<file path="config.mk">
export PLATFORM = sky130hd
export DESIGN_NAME = load_store_unit
export DESIGN_NICKNAME = d
export VERILOG_FILES = /design/src/rtl/load_store_unit.sv
export SDC_FILE = /design/constraint.sdc
export NUM_CORES = 1
export LEC_CHECK = 0
export CORE_MARGIN = 2
export CORE_UTILIZATION = 40
export DETAILED_ROUTE_END_ITERATION = 10
export DONT_BUFFER_PORTS = 1
export GPL_TIMING_DRIVEN = 1
export PLACE_DENSITY_LB_ADDON = 0.2
export SYNTH_ARGS = -nofsm -noshare
export SYNTH_HDL_FRONTEND = slang
export SYNTH_SLANG_ARGS = --single-unit
export TNS_END_PERCENT = 5
</file>
<file path="constraint.sdc">
create_clock -name i_clk -period 1.74 [get_ports i_clk]
set_input_delay 0.348 -clock i_clk [delete_from_list [all_inputs] [get_ports i_clk]]
set_output_delay 0.348 -clock i_clk [all_outputs]
set_load 0.05 [all_outputs]
</file>
<file path="src/rtl/load_store_unit.sv">
// Single-outstanding load/store unit between an RV32 core and a word-wide memory port.
// Checks funct3 and alignment, builds the lane strobes and data, formats load data and times out a stuck access.
module load_store_unit (
  input  logic        i_clk,
  input  logic        i_rst_n,
  input  logic        i_req_valid,
  output logic        o_req_ready,
  input  logic        i_req_store,
  input  logic [2:0]  i_req_funct3,
  input  logic [31:0] i_req_addr,
  input  logic [31:0] i_req_wdata,
  output logic        o_resp_valid,
  output logic [31:0] o_resp_rdata,
  output logic [1:0]  o_resp_err,
  output logic        o_mem_en,
  output logic        o_mem_we,
  output logic [31:0] o_mem_addr,
  output logic [3:0]  o_mem_be,
  output logic [31:0] o_mem_wdata,
  input  logic        i_mem_ack,
  input  logic [31:0] i_mem_rdata
);

  // state  | meaning
  // S_IDLE | ready for a request
  // S_MEM  | memory access outstanding, waiting for ack or timeout
  // S_RESP | one-cycle response to the core
  typedef enum logic [1:0] {S_IDLE, S_MEM, S_RESP} state_t;

  localparam logic [1:0] ERR_OK      = 2'b00;
  localparam logic [1:0] ERR_MISALGN = 2'b01;
  localparam logic [1:0] ERR_FUNCT3  = 2'b10;
  localparam logic [1:0] ERR_TIMEOUT = 2'b11;
  // Last MEM cycle index before the counter would reach 255.
  localparam logic [7:0] TMO_LAST    = 8'd254;

  state_t      r_state, w_state_nxt;
  logic        r_store;
  logic [2:0]  r_funct3;
  logic [31:0] r_addr;
  logic [31:0] r_wdata;
  logic [7:0]  r_cnt;
  logic [31:0] r_rdata;
  logic [1:0]  r_err;

  logic        w_legal;
  logic        w_misal;
  logic [3:0]  w_be;
  logic [31:0] w_wdata;
  logic [31:0] w_shifted;
  logic [31:0] w_load;
  logic        w_timeout;

  always_comb begin
    w_legal = 1'b0;
    if (i_req_store)
      w_legal = (i_req_funct3 inside {3'b000, 3'b001, 3'b010});
    else
      w_legal = (i_req_funct3 inside {3'b000, 3'b001, 3'b010, 3'b100, 3'b101});
    w_misal = ((i_req_funct3[1:0] == 2'b01) && i_req_addr[0]) ||
              ((i_req_funct3[1:0] == 2'b10) && (i_req_addr[1:0] != 2'b00));
  end

  always_comb begin
    w_be    = 4'b1111;
    w_wdata = r_wdata;
    case (r_funct3[1:0])
      2'b00: begin
        w_be    = 4'b0001 << r_addr[1:0];
        w_wdata = {4{r_wdata[7:0]}};
      end
      2'b01: begin
        w_be    = 4'b0011 << {r_addr[1], 1'b0};
        w_wdata = {2{r_wdata[15:0]}};
      end
      default: begin
        w_be    = 4'b1111;
        w_wdata = r_wdata;
      end
    endcase
  end

  // Bring the addressed byte/half down to bit 0 before extending.
  assign w_shifted = i_mem_rdata >> {r_addr[1:0], 3'b000};

  always_comb begin
    w_load = i_mem_rdata;
    case (r_funct3)
      3'b000:  w_load = {{24{w_shifted[7]}}, w_shifted[7:0]};
      3'b001:  w_load = {{16{w_shifted[15]}}, w_shifted[15:0]};
      3'b100:  w_load = {24'b0, w_shifted[7:0]};
      3'b101:  w_load = {16'b0, w_shifted[15:0]};
      default: w_load = i_mem_rdata;
    endcase
  end

  assign w_timeout = (r_cnt == TMO_LAST) && !i_mem_ack;

  always_comb begin
    w_state_nxt = r_state;
    case (r_state)
      S_IDLE: if (i_req_valid) w_state_nxt = (!w_legal || w_misal) ? S_RESP : S_MEM;
      S_MEM:  if (i_mem_ack || w_timeout) w_state_nxt = S_RESP;
      S_RESP: w_state_nxt = S_IDLE;
      default: w_state_nxt = S_IDLE;
    endcase
  end

  always_ff @(posedge i_clk) begin
    if (!i_rst_n) begin
      r_state  <= S_IDLE;
      r_store  <= 1'b0;
      r_funct3 <= 3'b000;
      r_addr   <= 32'b0;
      r_wdata  <= 32'b0;
      r_cnt    <= 8'd0;
      r_rdata  <= 32'b0;
      r_err    <= ERR_OK;
    end else begin
      r_state <= w_state_nxt;
      case (r_state)
        S_IDLE: if (i_req_valid) begin
          r_store  <= i_req_store;
          r_funct3 <= i_req_funct3;
          r_addr   <= i_req_addr;
          r_wdata  <= i_req_wdata;
          r_cnt    <= 8'd0;
          r_rdata  <= 32'b0;
          if (!w_legal)     r_err <= ERR_FUNCT3;
          else if (w_misal) r_err <= ERR_MISALGN;
          else              r_err <= ERR_OK;
        end
        S_MEM: begin
          if (i_mem_ack) begin
            r_rdata <= r_store ? 32'b0 : w_load;
            r_err   <= ERR_OK;
          end else begin
            r_cnt <= r_cnt + 8'd1;
            if (w_timeout) begin
              r_rdata <= 32'b0;
              r_err   <= ERR_TIMEOUT;
            end
          end
        end
        default: ;
      endcase
    end
  end

  assign o_req_ready  = (r_state == S_IDLE) && i_rst_n;
  assign o_resp_valid = (r_state == S_RESP);
  assign o_resp_rdata = r_rdata;
  assign o_resp_err   = r_err;
  assign o_mem_en     = (r_state == S_MEM);
  assign o_mem_we     = (r_state == S_MEM) && r_store;
  assign o_mem_be     = (r_state == S_MEM) ? w_be : 4'b0000;
  assign o_mem_addr   = {r_addr[31:2], 2'b00};
  assign o_mem_wdata  = w_wdata;

endmodule

</file>
==> flow_metrics.tcl <==
set metrics [dict create \
    numCtsBuffers 9 \
    max_cap_violations 0 \
    reg2reg_depth 3 \
    die_y_um 121 \
    violations "setup timing" \
    irDropWorstVdd_v 0.000503 \
    worst_slew_pin_slew_ns 0.795 \
    wl_per_cell_um 18.0 \
    r2r-end "o_resp_rdata[18]$_SDFFE_PN0P_" \
    grt_max_degree 39 \
    layout_min_cycle_time_ns 1.76 \
    setup_violations 11 \
    synth_top_family_by_area "compound AO/OA/AOI/OAI gates" \
    cts_tree "yes" \
    worst_slack_ns -0.0242 \
    avgSynthCellArea_um2 8.30 \
    drtIter0Drc 243 \
    drc 0 \
    hold-path-endpoint "r_addr[17]$_SDFFE_PN0P_" \
    first_global_vias 4486 \
    area_growth_pct 13.1 \
    grt_use_total 0.197 \
    rsz0062_at_grt "true" \
    routed_wl_mm 14.8 \
    min_path_cells 2 \
    final_max_slew_viol_count 0 \
    switchingPower_mw 2.17 \
    cts_root_buf "clkbuf_16" \
    n_fill_cell 1318 \
    p_per_area_nw_per_um2 1050 \
    synth_enable_flop_cells 0 \
    antenna_found_initial 0 \
    holdBufCountCts 0 \
    synthCells 661 \
    required_ns 1.39 \
    grt_pass1_wl_mm 22.9 \
    r2r_setup_slack_ns 0.07 \
    fmax_ghz 0.567 \
    hpwl_mm 10.7 \
    io_buffers 0 \
    synth_xor_area_frac 0.0112 \
    critical_path_class "register to primary output" \
    hp-start "i_req_addr[17]" \
    async_flop_share 0 \
    io_pins 210 \
    intPower_mw 4.33 \
    p_leak_nw 2.32 \
    p_clk_frac 0.328 \
    synth-seq-cells 112 \
    place_congestion 0.816 \
    clk_latency_ns 0.35 \
    synth.area.mux_share 0.0687 \
    dieArea_um2 14700 \
    synth_compound_area_frac 0.214 \
    die_w_um 121 \
    detail-route-antenna-nets 0 \
    synthSimpleGateAreaFrac 0.181 \
    yosys.cell_types.count 58 \
    final_cell_mix "nand2_1, dfxtp_1, a21oi_1" \
    rows 42 \
    critPathLaunchType "register" \
    first_pass_iters 4 \
    arrival_ns 1.42 \
    synth_area_um2 5490 \
    pwr-share-seq 0.473 \
    yosys_most_used_dff "dfxtp_1" \
    initial_utilization 0.413 \
    period_share 1.01 \
    hold_violations 0 \
    p_comb_frac 0.199 \
    drive_above_1_share 0.199 \
    clkSlewWorstSetupHoldPaths_ns 0.07 \
    cts.sinks 112 \
    outcome "finished with violations" \
    gr-total-overflow 0 \
    min_path_type "primary input to register" \
    detail_route.vias_per_cell 5.50 \
    total_power_mw 6.50 \
    vias 4533 \
    end_kind "primary output" \
    antenna_cells 0 \
    clock_path_buffers 2 \
    r2r-start "r_funct3[1]$_SDFFE_PN0P_" \
    final.setup_skew_ns 0.00568 \
    critPathMaxFanout 8 \
    synth_warnings 0 \
    slew_headroom 0.466 \
    fin_hold_ws_ns 0.121 \
    core_area_um2 13300 \
    layout.nets 749 \
    synth-seq-area-share 0.409 \
    layout_commonest_cell "nand2_1" \
    htreeDepth 3 \
    p_sw_frac 0.333 \
    synthAdderAreaFrac 0.00456 \
]
[registers in the layout, summed over array words and instances, names as in the netlist]
register and cells:
o_resp_rdata 32, r_addr 32, r_wdata 32, r_cnt 8, r_funct3 3, o_resp_err 2
r_state 2, r_store 1
[layout make-up]
type / instances / area (um^2) / area share
clock buffers: 10 / 239 / 0.0385
clock inverters: 6 / 66.3 / 0.0107
inverters: 17 / 67.6 / 0.0109
multi-input cells: 446 / 2770 / 0.446
flip-flops and latches: 112 / 2260 / 0.364
well taps: 176 / 220 / 0.0355
repair buffers: 57 / 583 / 0.0940
[kinds of logic (layout without fill, tap and decap cells)]
logic type / Yosys count / count (layout)
flops: 112 / 112
buf+inv: 104 / 90
simple gates: 221 / 221
other cells: 1 / 2
mux: 35 / 35
compound gates: 179 / 179
xor+xnor: 7 / 7
fa+ha+maj: 2 / 2
[worst max-delay path, cell delays in order, from the launching register on]
cell	delay, ns
dfxtp_4	0.38
nor2_4	0.13
buf_12	0.15
mux2_4	0.39
[per-stage QoR]
| step | cell area [um^2] | worst slack [ns] | utilization | TNS, ns | instances |
|---|---|---|---|---|---|
| after detailed placement | 5690 | -0.122 | 0.428 | -1.00 | 803 |
| after global placement | 5690 | 0.00530 | 0.428 | 0 | 803 |
| final | 6200 | -0.0242 | 0.467 | -0.219 | 824 |
| after global routing | 6200 | -0.0858 | 0.467 | -1.32 | 824 |
| after CTS | 6130 | -0.133 | 0.461 | -1.48 | 823 |
| after floorplan | 5510 | -0.277 | - | -1.58 | 662 |
[power by group through the flow]
stage / clock network [mW] / registers [mW] / logic [mW]
final: 2.13 / 3.07 / 1.29
after global routing: 2.30 / 3.09 / 1.39
after CTS: 2.18 / 3.07 / 1.26
after detailed placement: 0 / 3.13 / 1.22
after global placement: 0 / 3.12 / 1.20
after floorplan: 0 / 2.90 / 1.22
[cells in the mapped netlist (all sizes together), types with 4 or more instances]
| master | count | area, um^2 |
|---|---|---|
| a211oi | 5 | 37.5 |
| a21oi | 87 | 447 |
| a221o | 17 | 170 |
| a2bb2oi | 7 | 61.3 |
| buf | 67 | 474 |
| clkbuf | 20 | 75.1 |
| dfxtp | 112 | 2240 |
| inv | 17 | 63.8 |
| mux2 | 18 | 206 |
| mux2i | 17 | 170 |
| nand2 | 153 | 577 |
| nand2b | 11 | 68.8 |
| nand3 | 4 | 20.0 |
| nor2 | 24 | 92.6 |
| nor2b | 9 | 56.3 |
| nor3 | 4 | 31.3 |
| o2111ai | 7 | 61.3 |
| o211ai | 9 | 67.6 |
| o21ai | 25 | 129 |
| o221ai | 9 | 78.8 |
| xnor2 | 5 | 43.8 |
[routing by layer]
| layer | part of all wire | GRT usage |
|---|---|---|
| met5 | 0 | 0 |
| met4 | 0.016 | 0.0785 |
| met3 | 0.098 | 0.0681 |
| met2 | 0.49 | 0.335 |
| met1 | 0.40 | 0.225 |
[worst max path at each step]
stage | startpoint | to | slack (ns) | depth (start not counted)
global placement | r_addr[1]$_SDFFE_PN0P_ | o_resp_rdata[8]$_SDFFE_PN0P_ | 0.005 | 5
global route | r_funct3[0]$_SDFFE_PN0P_ | o_mem_wdata[26] | -0.09 | 5
CTS | r_funct3[1]$_SDFFE_PN0P_ | o_mem_wdata[15] | -0.13 | 3
floorplan | r_addr[1]$_SDFFE_PN0P_ | o_mem_be[1] | -0.28 | 5
finish | r_funct3[1]$_SDFFE_PN0P_ | o_mem_wdata[13] | -0.02 | 3
detailed placement | r_addr[1]$_SDFFE_PN0P_ | o_resp_rdata[9]$_SDFFE_PN0P_ | -0.12 | 5
[repair_timing]
| item | in CTS | in global routing |
|---|---|---|
| endpoints found under the setup margin | 42 | 46 |
| gates resized for setup | 33 | 18 |
| setup buffers | 4 | 1 |
| pin swaps | 2 | 9 |
| hold endpoints to repair | 0 | 0 |
Power figures use the tool's default switching activity.
